<file path="config.mk">
export PLATFORM = sky130hd
export DESIGN_NAME = barrel_pipe
export DESIGN_NICKNAME = d
export VERILOG_FILES = /design/src/rtl/barrel_pipe.sv
export SDC_FILE = /design/constraint.sdc
export NUM_CORES = 1
export LEC_CHECK = 0
export BUFFER_PORTS_ARGS = -buffer_cell sky130_fd_sc_hd__buf_2
export CORE_ASPECT_RATIO = 2
export CORE_MARGIN = 2
export CORE_UTILIZATION = 54
export DETAILED_ROUTE_END_ITERATION = 8
export PLACE_DENSITY = 0.86
export SLEW_MARGIN = 20
export SYNTH_ARGS = -nofsm -noshare
export SYNTH_HDL_FRONTEND = slang
export SYNTH_SLANG_ARGS = --single-unit
</file>
<file path="constraint.sdc">
create_clock -name Clock -period 1.21 [get_ports Clock]
set_input_delay 0.242 -clock Clock [delete_from_list [all_inputs] [get_ports Clock]]
set_output_delay 0.242 -clock Clock [all_outputs]
set_load 0.05 [all_outputs]
</file>
<file path="src/rtl/barrel_pipe.sv">
// barrel_pipe: pipelined barrel shifter (lsl / lsr / asr / ror) with
// valid/ready handshaking on both sides and LOG2W register stages.
// Stage k applies a shift or rotate of 2^k when its shift bit is set.
// Optional feature: define BARREL_PIPE_CARRY_EN to add the carry_out port and
// the carry registers that travel with the data.
//
// Handshake: an input transfers on a rising edge with in_valid && in_ready,
// and an output transfers on a rising edge with out_valid && out_ready. The
// whole pipeline moves as one: adv = !out_valid || out_ready. in_ready is
// adv, so it never depends on in_valid. While adv = 0 every stage holds,
// which keeps data_out stable. Bubbles are not collapsed.
module barrel_pipe #(
    parameter int WIDTH = 16,
    parameter int LOG2W = $clog2(WIDTH)
) (
    input  logic             Clock,
    input  logic             Resetn,
    input  logic             in_valid,
    output logic             in_ready,
    input  logic [1:0]       shift_type,
    input  logic [LOG2W-1:0] shift,
    input  logic [WIDTH-1:0] data_in,
    output logic             out_valid,
    input  logic             out_ready,
    output logic [WIDTH-1:0] data_out
`ifdef BARREL_PIPE_CARRY_EN
    ,
    output logic             carry_out
`endif
);

    localparam logic [1:0] T_LSL = 2'b00;
    localparam logic [1:0] T_LSR = 2'b01;
    localparam logic [1:0] T_ASR = 2'b10;

    // One partial step of 'amt' (a power of two, 1..WIDTH/2).
    function automatic logic [WIDTH-1:0] step_data(input logic [WIDTH-1:0] d,
                                                   input logic [1:0] t,
                                                   input int amt);
        logic [WIDTH-1:0] r;
        case (t)
            T_LSL:   r = d << amt;
            T_LSR:   r = d >> amt;
            T_ASR:   r = $unsigned($signed(d) >>> amt);
            default: r = (d >> amt) | (d << (WIDTH - amt));
        endcase
        return r;
    endfunction

    // The last bit leaving the word during one step. For ror, the bit that
    // wraps from the bottom to bit WIDTH-1 is the same bit lsr would drop.
    // Chaining steps leaves the carry of the last active stage, which equals
    // the carry of the full shift.
    function automatic logic step_carry(input logic [WIDTH-1:0] d,
                                        input logic [1:0] t,
                                        input int amt);
        logic c;
        if (t == T_LSL) c = d[LOG2W'(WIDTH - amt)];
        else            c = d[LOG2W'(amt - 1)];
        return c;
    endfunction

    // Stage registers. The shift amount and the type are not needed after
    // the last stage, so only LOG2W-1 copies of them are kept.
    logic             v_q [LOG2W];
    logic [WIDTH-1:0] d_q [LOG2W];
    logic [LOG2W-1:0] r_q [LOG2W-1];
    logic [1:0]       t_q [LOG2W-1];

    // Stage inputs, either from the port or from the previous stage.
    logic             v_in [LOG2W];
    logic [WIDTH-1:0] d_in [LOG2W];
    logic [LOG2W-1:0] r_in [LOG2W];
    logic [1:0]       t_in [LOG2W];
    logic [WIDTH-1:0] d_nx [LOG2W];

`ifdef BARREL_PIPE_CARRY_EN
    logic c_q  [LOG2W];
    logic c_in [LOG2W];
    logic c_nx [LOG2W];
`endif

    logic adv;

    // Global advance enable, which doubles as the input ready.
    always_comb begin
        adv      = !out_valid || out_ready;
        in_ready = adv;
    end

    // Stage input selection and per-stage shift. The shift amount moves down
    // one bit per stage, so bit 0 always selects the current stage.
    always_comb begin
        v_in[0] = in_valid && in_ready;
        d_in[0] = data_in;
        r_in[0] = shift;
        t_in[0] = shift_type;
`ifdef BARREL_PIPE_CARRY_EN
        c_in[0] = 1'b0;
`endif
        for (int k = 1; k < LOG2W; k++) begin
            v_in[k] = v_q[k-1];
            d_in[k] = d_q[k-1];
            r_in[k] = r_q[k-1];
            t_in[k] = t_q[k-1];
`ifdef BARREL_PIPE_CARRY_EN
            c_in[k] = c_q[k-1];
`endif
        end
        for (int k = 0; k < LOG2W; k++) begin
            d_nx[k] = r_in[k][0] ? step_data(d_in[k], t_in[k], 1 << k) : d_in[k];
`ifdef BARREL_PIPE_CARRY_EN
            c_nx[k] = r_in[k][0] ? step_carry(d_in[k], t_in[k], 1 << k) : c_in[k];
`endif
        end
    end

    // Pipeline registers: clear on reset, load together when adv is high.
    always_ff @(posedge Clock or negedge Resetn) begin
        if (!Resetn) begin
            for (int k = 0; k < LOG2W; k++) begin
                v_q[k] <= 1'b0;
                d_q[k] <= '0;
`ifdef BARREL_PIPE_CARRY_EN
                c_q[k] <= 1'b0;
`endif
            end
            for (int k = 0; k < LOG2W - 1; k++) begin
                r_q[k] <= '0;
                t_q[k] <= '0;
            end
        end else if (adv) begin
            for (int k = 0; k < LOG2W; k++) begin
                v_q[k] <= v_in[k];
                d_q[k] <= d_nx[k];
`ifdef BARREL_PIPE_CARRY_EN
                c_q[k] <= c_nx[k];
`endif
            end
            for (int k = 0; k < LOG2W - 1; k++) begin
                r_q[k] <= r_in[k] >> 1;
                t_q[k] <= t_in[k];
            end
        end
    end

    // The last stage drives the outputs directly.
    always_comb begin
        out_valid = v_q[LOG2W-1];
        data_out  = d_q[LOG2W-1];
`ifdef BARREL_PIPE_CARRY_EN
        carry_out = c_q[LOG2W-1];
`endif
    end

endmodule

</file>
======== Word level (Yosys, flattened, before mapping) ========
Index checks and enable logic that the tools add are counted.
storage, ports and cells
  bits in registers ....................... 80
  input port bits ......................... 26
  output and inout bits ................... 18
  logic and storage cells ................. 41
cells by class
  equality and inequality tests ........... 8
  muxes and demuxes ....................... 8
  bitwise logic cells ..................... 4
  reductions and logical operators ........ 7
operators by type and width
  cell                  number
  $pmux W16 S3          4
  $mux W16              4
  $or A12 B16 Y16       1
  $or A14 B16 Y16       1
  $or A15 B16 Y16       1
  $or A8 B16 Y16        1
  $eq A2 B1 Y1 const B  4
  $eq A2 B2 Y1 const B  4
  $logic_not A2 Y1      4
  $logic_and A1 B1 Y1   1
  $logic_not A1 Y1      1
  $logic_or A1 B1 Y1    1

======== Longest topological paths before layout ========
Gate-level depths: netlist (run 1).
  word-level depth ........................ 3
  depth in mapped cells ................... 6
  gate-level depth less buffers ........... 4

======== Least setup slack after synthesis (run 1) ========
OpenSTA, ideal clock, no wires.
  path kind ............................... flip-flop to flip-flop
  from .................................... reg v_q, in the netlist out_valid
  to ...................................... reg d_q, in the netlist d_in[32]
  library setup time ...................... 145 ps
  data arrival time ....................... 1,482 ps
  data required time ...................... 1,065 ps
  slack ................................... -417 ps
  stages on the path, launching flop included .. 6
  buffers on the path ..................... 2
  clock period less this slack ............ 1,627 ps
  cell sequence ........................... dfrtp_1 nor2b_1 inv_1 buf_2 buf_2 a31oi_1
between the ends
  word-level cells in the longest chain between the ends .. 2
RTL lines
  element                            line  text
  from (decl)                        65    logic v_q [LOG2W];
  from (signal, indexed assignment)  134   v_q[k] <= v_in[k];
  $logic_not A1 Y1                   87    adv = !out_valid || out_ready;
  $logic_or A1 B1 Y1                 87
  via in_ready                       19    output logic in_ready,
  to (signal, indexed assignment)    135   d_q[k] <= d_nx[k];
  to (decl)                          66    logic [WIDTH-1:0] d_q [LOG2W];
The timed path passes the listed nets, and every way through them passes these cells.
A chain may end at the register's enable or synchronous reset.

======== Final worst setup path (run 1) ========
  from .................................... reg v_q, in the netlist out_valid
  to ...................................... out in_ready
between the ends
  word-level cells in the longest chain between the ends .. 2
RTL lines
  element             line
  $logic_not A1 Y1    87
  $logic_or A1 B1 Y1  87
  to (decl)           19
Every way passes these cells.

==> results of run 1 <==
cell type report:
cell class	count	area, sq um	area share, %
multi-input combinational	342	2320	39.5
sequential	80	2010	34.2
timing repair buffer	103	1000	17.1
clock buffer	14	294	5.02
tap	96	120	2.05
inverter	28	108	1.84
clock inverter	2	10.0	0.171
layout by cell type, fill, tap and decap left out, drive strengths merged:
cell type	count
a211oi	12
a221oi	14
a2bb2oi	11
a31oi	2
and3	1
buf	89
bufbuf	1
clkbuf	26
clkinv	3
dfrtp	80
dlygate4sd3	1
inv	27
mux2	14
nand2	104
nand2b	1
nor2	5
nor2b	2
nor3b	1
o211ai	1
o21a	15
o21ai	125
o221ai	3
o22ai	9
o311a	22
worst min-delay path by stage:
stage | to | depth (start not counted)
2_1_floorplan | d_in[0] | 0
4_1_cts | v_in[2] | 3
3_3_place_gp | data_out[10] | 2
6_report | v_in[2] | 3
3_5_place_dp | data_out[2] | 2
5_1_grt | v_in[2] | 3
report_power, final:
group | internal (mW) | switching [mW] | leakage, nW | total (mW)
logic | 4.32 | 5.38 | 1.50 | 9.70
registers | 3.90 | 1.27 | 0.959 | 5.17
clock network | 1.66 | 1.08 | 0.155 | 2.74
state kept, by name, summed over array words and instances, names as in the netlist:
register   flops
t_in           6
data_out      16
v_in           3
out_valid      1
d_in          48
r_in           6
stage by stage:
stage,instance area (sq um),total power [mW],setup slack [ns]
floorplan,4470,9.97,-0.0645
global placement,4860,11.5,-0.156
detailed placement,4860,11.9,-0.181
CTS,5600,16.1,-0.190
global route,5860,18.3,-0.275
finish,5860,17.6,-0.216
critical path, cell delays in order (launching register included):
cell and delay (ns):
dfrtp_2 0.35, nor2b_4 0.18, inv_4 0.05, buf_6 0.12, buf_8 0.14
cell families after synthesis:
group,after synthesis
and+or+nand+nor,114
DFF,80
AOI/OAI and AO/OA,214
buffers and inverters,78
muxes,14
synthesized netlist by cell type (all sizes together):
cell type / instances
nor3b: 1
a31oi: 2
clkbuf: 16
a2bb2oi: 11
a211oi: 12
nor2b: 2
mux2: 14
nand2b: 1
inv: 27
o21a: 15
o22ai: 9
nand2: 104
clkinv: 1
a221oi: 14
o221ai: 3
and3: 1
buf: 34
o211ai: 1
dfrtp: 80
nor2: 5
o21ai: 125
o311a: 22
routing by layer:
metal	vias to the layer above	wire length, um	share of wire, %
li1	1931	-	-
met1	2087	4570	33
met2	262	7370	53
met3	100	816	5.8
met4	0	1220	8.7
met5	-	0	0
repair_timing:
action                     4_1_cts  5_1_grt
pin swaps                       35       24
hold endpoints to repair        80        0
hold buffers                     1        0
cloned                           3        2
setup endpoints to repair       56       90
setup buffers                   12        3
gates resized for setup         74       55
==> impl_metrics.py, run 1 <==
metrics = {
    "global_route": {
        "grt_antenna_before_repair": 0,
        "top_usage_layer": "met2",
        "use_met3_pct": 5.47,
        "grt_overflow": 0,
        "grt_max_degree": 81,
        "grt_pass1_vias": 4418,
        "grt_util_all_layers_pct": 30.4,
        "grtUsageMet2_pct": 51.7,
        "met1_usage_pct": 31.0,
        "grt_pass1_wl_um": 20700,
    },
    "synth": {
        "synth.area.top_cells": "dfrtp_1 45%, o21ai_0 12%, nand2_1 8.8%, o311a_1 5.0%, buf_2 2.9%",
        "yosys.area.top_type": "dfrtp_1",
        "yosysWarnings": 0,
        "synth_nets": 526,
        "ys_seq_area_share_pct": 45.4,
        "synthSimpleGateAreaFrac_pct": 10.4,
        "synthMuxAreaShare_pct": 4.25,
        "synth.distinct_cells": 30,
        "synth_top_family_by_area": "compound AO/OA/AOI/OAI gates",
        "synth_top_area_share_pct": 45.4,
        "syn_area_sq_um": 4410,
        "ys_ff_latch": 80,
        "synth_xor_area_share_pct": 0,
        "synth-compound-area-share_pct": 31.8,
        "avgSynthCellArea_sq_um": 8.83,
        "post_synth_inst_count": 500,
        "synth_adder_area_share_pct": 0,
    },
    "floorplanning": {
        "fp.dieW_um": 67.9,
        "fp.dieArea_sq_um": 8950,
        "io_pins": 44,
        "die_h_um": 132,
        "rows": 46,
        "start_util_pct": 55.6,
        "core_area_sq_um": 7940,
    },
    "run": {
        "cap_violations": 0,
    },
    "cells_and_area": {
        "drive_above_1_share_pct": 32.5,
        "final_cells": 665,
        "nNetsFinal": 590,
        "final_core_util_pct": 73.8,
        "fillers": 517,
        "antenna_cells": 0,
        "syn2layout_area_growth_pct": 32.8,
    },
    "clock_network": {
        "cts_tree": "built",
        "cts.clk_slew.worst_paths_ns": 0.06,
        "cts.sinks": 80,
        "htreeDepth": 3,
        "clk_latency_ns": 0.35,
        "root_buffer": "clkbuf_16",
        "clockBufferDepth": 2,
        "numCtsBuffers": 9,
    },
    "timing": {
        "fin_crit_ns": 1.43,
        "clock-skew-final_ns": 0.00571,
        "hold_viol_final": 0,
        "post-route-period-util_pct": 118,
        "relSlewSlack_pct": 68.7,
        "tightest_slew_ns": 0.469,
        "slew_violations": 0,
        "grt_setup_unrepaired": "true",
        "finalSetupViolations": 67,
        "fin_setup_tns_ns": -6.84,
        "timing.fmax_ghz": 0.701,
        "setup_ws_ns": -0.216,
        "whs_ns": 0.0956,
    },
    "critical_path": {
        "regToRegSetupSlack_ns": -0.21,
        "r2r_cells": 6,
        "startpoint_type": "flip-flop",
        "crit_fanout": 2,
        "worstPathArrival_ns": 1.18,
        "r2r-start": "out_valid",
        "worstSetupStartpoint": "out_valid",
        "crit_path_end": "in_ready",
        "worstSetupPathType": "reg2out",
        "reg2reg_to": "data_out[13]",
        "required_ns": 0.97,
        "worstSetupEndpointType": "output port",
    },
    "drt": {
        "wl_per_cell_um": 21.0,
        "initialDrtViolationCount": 482,
        "viasPerCell": 6.59,
        "firstDrtPassIters": 5,
        "ant_nets": 0,
        "drc": 0,
        "vias": 4380,
        "totalWireLength_um": 14000,
    },
    "placed_design": {
        "hpwl_um": 7430,
        "place_inst": 628,
        "port_buffers": 43,
        "gp_congestion": 0.867,
    },
    "worst_hold_path": {
        "hp-class": "in2reg",
        "min_from": "in_valid",
    },
    "run_status": {
        "violations": "negative setup slack",
        "status": "finished, violations left",
    },
    "power": {
        "power_density_nw_per_um2": 3010,
        "p_leak_nw": 2.61,
        "ir_drop_mv": 1.60,
    },
}
Note: power is estimated with default switching activity, not from simulation.
==> run 2: changes to the inputs <==
BUFFER_PORTS_ARGS = unset   (was -buffer_cell sky130_fd_sc_hd__buf_2)
CORE_UTILIZATION = 55   (was 54)
DONT_BUFFER_PORTS = 1   (was unset)
PLACE_DENSITY = 0.82   (was 0.86)
==> impl_metrics.py, run 2 (same netlist as run 1, synthesis figures left out) <==
metrics = {
    "cells_and_area": {
        "largest_reg_flops": 48,
        "drive_above_1_share_pct": 31.2,
        "syn2layout_area_growth_pct": 31.2,
        "final_core_util_pct": 73.4,
        "final_cell_mix": "104 x nand2_1, 64 x dfrtp_1, 62 x o21ai_0",
        "antenna_cells": 0,
        "mostFrequentLayoutCell": "nand2_1",
        "nNetsFinal": 558,
    },
    "timing": {
        "relSlewSlack_pct": 75.8,
        "grt_setup_unrepaired": "true",
        "slew_violations": 0,
        "tightest_slew_ns": 0.364,
        "finalSetupViolations": 66,
        "fin_crit_ns": 1.42,
        "timing.fmax_ghz": 0.705,
        "hold_viol_final": 80,
        "whs_ns": -0.409,
        "post-route-period-util_pct": 117,
        "setup_ws_ns": -0.208,
        "clock-skew-final_ns": 0.00667,
    },
    "floorplanning": {
        "io_pins": 44,
        "fp.dieW_um": 67.3,
        "start_util_pct": 56.0,
        "die_h_um": 131,
        "rows": 46,
        "core_area_sq_um": 7890,
        "fp.dieArea_sq_um": 8800,
    },
    "drt": {
        "wl_per_cell_um": 21.1,
        "ant_nets": 0,
        "wl_met3_um": 714,
        "met2_length_um": 7410,
        "wl_met1_um": 4380,
        "initialDrtViolationCount": 312,
        "viasPerCell": 6.58,
        "top_layer_used": "met4",
        "firstDrtPassIters": 7,
        "totalWireLength_um": 13300,
        "vias": 4154,
        "drc": 0,
    },
    "critical_path": {
        "crit_fanout": 2,
        "r2r-start": "t_in[4]",
        "required_ns": 0.97,
        "worstSetupPathType": "reg2out",
        "worstSetupEndpointType": "output port",
        "worstPathArrival_ns": 1.18,
        "worstSetupStartpoint": "out_valid",
        "startpoint_type": "flip-flop",
    },
    "run": {
        "cap_violations": 0,
    },
    "global_route": {
        "grt_overflow": 0,
        "grt_pass1_wl_um": 19500,
        "grt_antenna_before_repair": 0,
        "grt_max_degree": 81,
        "grt_util_all_layers_pct": 29.9,
        "grt_pass1_vias": 4225,
    },
    "power": {
        "power_density_nw_per_um2": 3020,
        "p_leak_nw": 2.49,
        "ir_drop_mv": 1.43,
    },
    "placed_design": {
        "port_buffers": 0,
        "gp_congestion": 0.840,
        "hpwl_um": 7030,
        "preCtsSetupSlack_ns": -0.199,
    },
    "clock_network": {
        "clockBufferDepth": 2,
        "root_buffer": "clkbuf_16",
        "cts_tree": "built",
        "htreeDepth": 3,
        "cts.sinks": 80,
        "numCtsBuffers": 9,
        "cts.clk_slew.worst_paths_ns": 0.06,
        "clk_latency_ns": 0.34,
    },
    "run_status": {
        "status": "finished, violations left",
        "violations": "negative hold slack, negative setup slack",
    },
    "worst_hold_path": {
        "hp-class": "in2async",
    },
}
[run 2: changes by cell type in the layout (fill, tap and decap cells not counted), sizes merged]
cell,delta
bufbuf,+1
dlygate4sd3,-1
clkinv,-3
buf,-22
clkinvlp,+1
clkbuf,-10
[run 2: per-stage QoR]
step	setup TNS [ns]	cell area (sq um)	hold slack, ns	instances	power [mW]
floorplan	-2.98	4470	-0.0536	500	9.97
global placement	-1.96	4740	-0.0515	593	11.5
detailed placement	-3.60	4740	-0.0520	593	11.8
CTS	-5.67	5600	-0.417	626	16.4
global route	-9.74	5790	-0.415	631	18.2
finish	-7.26	5790	-0.409	631	17.5
[run 2: path summary, 6_finish.rpt]
| path | slack (ns) | cells after the start | endpoint |
|---|---|---|---|
| worst min-delay path | -0.41 | 0 | d_in[12] |
| min in group Clock | 0.02 | 2 | t_in[4] |
| worst min register to register | 0.45 | 1 | out_valid |
| max in group asynchronous | 1.50 | 0 | t_in[4] |
| worst max-delay path | -0.21 | 4 | in_ready |
| worst max register to register | -0.20 | 6 | d_in[23] |
[run 2: power by group]
part           switching (mW)  total (mW)  internal, mW  leakage [nW]
Clock                    1.02        2.56          1.54         0.135
Sequential               1.87        5.80          3.93         0.943
Combinational            4.62        9.11          4.49          1.41
Total                    7.51        17.5          9.96          2.49
[run 2: routing by layer]
layer / track usage [%] / up-vias
li1: - / 1857
met1: 27.3 / 2021
met2: 55.3 / 211
met3: 5.65 / 65
met4: 22.8 / 0
met5: 0 / -
[run 2: repair_timing]
action	in CTS	in global routing
resized for setup	92	52
pin swaps	35	32
endpoints found under the hold margin	80	80
gates cloned	7	3
setup endpoints to repair	52	76
buffers inserted	12	6
[run 2: cell type report]
type                            count  area, sq um
Tap cell                           96          120
Fill cell                         487         2090
Timing Repair Buffer               71          891
Sequential cell                    80         2020
Inverter                           28          111
Clock buffer                       14          274
Multi-Input combinational cell    342         2370
[run 2: worst max-delay path: stages, from the launching register on]
cell and delay [ns]:
dfrtp_2 0.35, nor2b_4 0.17, inv_4 0.06, buf_12 0.12, buf_12 0.13
==> run 3: changes to the inputs <==
CORE_ASPECT_RATIO = unset   (was 2)
==> impl_metrics.py, run 3 (same netlist as run 1, synthesis figures left out) <==
metrics = {
    "run_status": {
        "status": "finished, violations left",
        "violations": "negative hold slack, negative setup slack",
    },
    "placed_design": {
        "gp_congestion": 0.885,
        "port_buffers": 0,
        "preCtsSetupSlack_ns": -0.221,
        "hpwl_um": 6880,
    },
    "cells_and_area": {
        "fillers": 483,
        "antenna_cells": 0,
        "final_core_util_pct": 75.0,
        "drive_above_1_share_pct": 34.1,
        "mostFrequentLayoutCell": "nand2_1",
        "nNetsFinal": 561,
        "largest_reg_flops": 48,
        "syn2layout_area_growth_pct": 32.0,
        "final_cell_mix": "98 x nand2_1, 63 x o21ai_0, 63 x dfrtp_1",
    },
    "power": {
        "switching_share_pct": 44.0,
        "power_frac_comb_pct": 51.8,
        "pwr-share-seq_pct": 34.9,
        "power.internal_mw": 9.48,
        "p_leak_nw": 2.49,
        "clockPowerShare_pct": 13.3,
        "power_density_nw_per_um2": 2900,
        "ir_drop_mv": 0.974,
        "total_power_mw": 16.9,
        "switchingPower_mw": 7.44,
    },
    "clock_network": {
        "root_buffer": "clkbuf_8",
        "clk_latency_ns": 0.37,
        "cts_tree": "built",
        "htreeDepth": 3,
        "clockBufferDepth": 2,
        "numCtsBuffers": 9,
        "cts.clk_slew.worst_paths_ns": 0.10,
        "cts.sinks": 80,
    },
    "timing": {
        "finalSetupViolations": 60,
        "timing.fmax_ghz": 0.684,
        "grt_setup_unrepaired": "true",
        "slew_violations": 0,
        "relSlewSlack_pct": 76.9,
        "post-route-period-util_pct": 121,
        "setup_ws_ns": -0.252,
        "whs_ns": -0.445,
        "tightest_slew_ns": 0.344,
        "clock-skew-final_ns": 0.0165,
        "fin_crit_ns": 1.46,
        "hold_viol_final": 80,
    },
    "worst_hold_path": {
        "hp-class": "in2async",
    },
    "drt": {
        "firstDrtPassIters": 5,
        "wl_per_cell_um": 19.5,
        "drc": 0,
        "viasPerCell": 6.33,
        "vias": 4064,
        "ant_nets": 0,
        "initialDrtViolationCount": 240,
        "totalWireLength_um": 12500,
    },
    "floorplanning": {
        "start_util_pct": 56.8,
        "die_h_um": 93.6,
        "fp.dieW_um": 93.6,
        "fp.dieArea_sq_um": 8760,
        "rows": 32,
        "core_area_sq_um": 7770,
        "io_pins": 44,
    },
    "global_route": {
        "grt_pass1_wl_um": 19300,
        "grt_max_degree": 81,
        "grt_pass1_vias": 4026,
        "grt_antenna_before_repair": 0,
        "grt_overflow": 0,
        "grt_util_all_layers_pct": 28.2,
    },
    "critical_path": {
        "critPathMaxStageDelay_ns": 0.51,
        "worstPathArrival_ns": 1.72,
        "cp_num_buf_inv": 1,
        "startpoint_type": "flip-flop",
        "worstSetupPathType": "reg2reg",
        "cp_cell_sequence": "buf_4 -> o21a_1 -> a211oi_1 -> o21ai_1",
        "crit_fanout": 7,
        "required_ns": 1.47,
        "worstSetupEndpointType": "flip-flop",
        "cp_top_family": "compound AO/OA/AOI/OAI gates",
        "crit_slowest_cell": "dfrtp_2",
    },
    "run": {
        "cap_violations": 0,
    },
}
run 3: changes by cell type in the layout (fill, tap and decap cells not counted), moves of 4 or more:
cell | before | now
nand2_2 | 0 | 4
clkbuf_16 | 11 | 3
buf_12 | 10 | 6
clkbuf_8 | 3 | 9
o22ai_2 | 1 | 5
o21ai_1 | 55 | 50
o22ai_1 | 8 | 3
buf_4 | 37 | 32
nand2_1 | 104 | 98
dlygate4sd3_1 | 0 | 6
buf_6 | 14 | 20
o21ai_2 | 5 | 12
run 3: stage by stage:
step | setup TNS (ns) | instance area (sq um) | std cells | hold WS [ns]
2_1_floorplan | -2.98 | 4470 | 500 | -0.0536
3_3_place_gp | -1.87 | 4670 | 598 | -0.0518
3_5_place_dp | -3.25 | 4670 | 598 | -0.0521
4_1_cts | -4.99 | 5450 | 632 | -0.445
5_1_grt | -7.60 | 5830 | 642 | -0.461
6_report | -4.25 | 5830 | 642 | -0.445
run 3: final timing paths:
path                        startpoint        to  slack (ns)  cells after the start
max in group asynchronous       Resetn   t_in[3]        1.54                      0
setup reg to reg               t_in[4]  d_in[23]       -0.25                      4
hold / removal                  Resetn   t_in[4]       -0.44                      0
hold reg to reg               r_in[10]  r_in[10]        0.48                      2
min in group Clock         data_in[15]  d_in[47]        0.03                      2
setup / recovery               t_in[4]  d_in[23]       -0.25                      4
run 3: repair_timing:
| action | CTS | global route |
|---|---|---|
| endpoints found under the hold margin | 85 | 81 |
| gates resized for setup | 90 | 71 |
| pin swaps | 26 | 32 |
| endpoints found under the setup margin | 70 | 85 |
| gates cloned | 5 | 4 |
| buffers inserted | 8 | 5 |
| hold buffers | 5 | 1 |
run 3: power by group through the flow:
stage | Clock (mW) | Sequential [mW] | Combinational (mW)
after floorplan | 0 | 5.54 | 4.43
after global placement | 0 | 5.58 | 5.68
after detailed placement | 0 | 5.68 | 5.91
after CTS | 2.24 | 5.75 | 7.43
after global routing | 2.36 | 6.06 | 9.35
final | 2.25 | 5.91 | 8.76
run 3: area by class of cell:
class | count | area [sq um] | area share, %
Multi-Input combinational cell | 342 | 2440 | 41.9
Sequential cell | 80 | 2020 | 34.7
Timing Repair Buffer | 74 | 893 | 15.3
Tap cell | 102 | 128 | 2.19
Clock buffer | 9 | 124 | 2.13
Inverter | 28 | 111 | 1.91
Clock inverter | 7 | 104 | 1.78
run 3: worst reg2reg max path, delay by kind of cell (launching register included):
kind	cells	cell delay [ns]
DFF	1	0.51
buffers and inverters	1	0.18
AOI/OAI and AO/OA	3	0.65
run 3: layer usage:
metal  vias up  share of wire [%]  GRT usage [%]
li1       1869                  -              -
met1      1981                 39           33.2
met2       182                 53           50.5
met3        32                5.9           5.00
met4         0                3.0           12.3
met5         -                  0              0
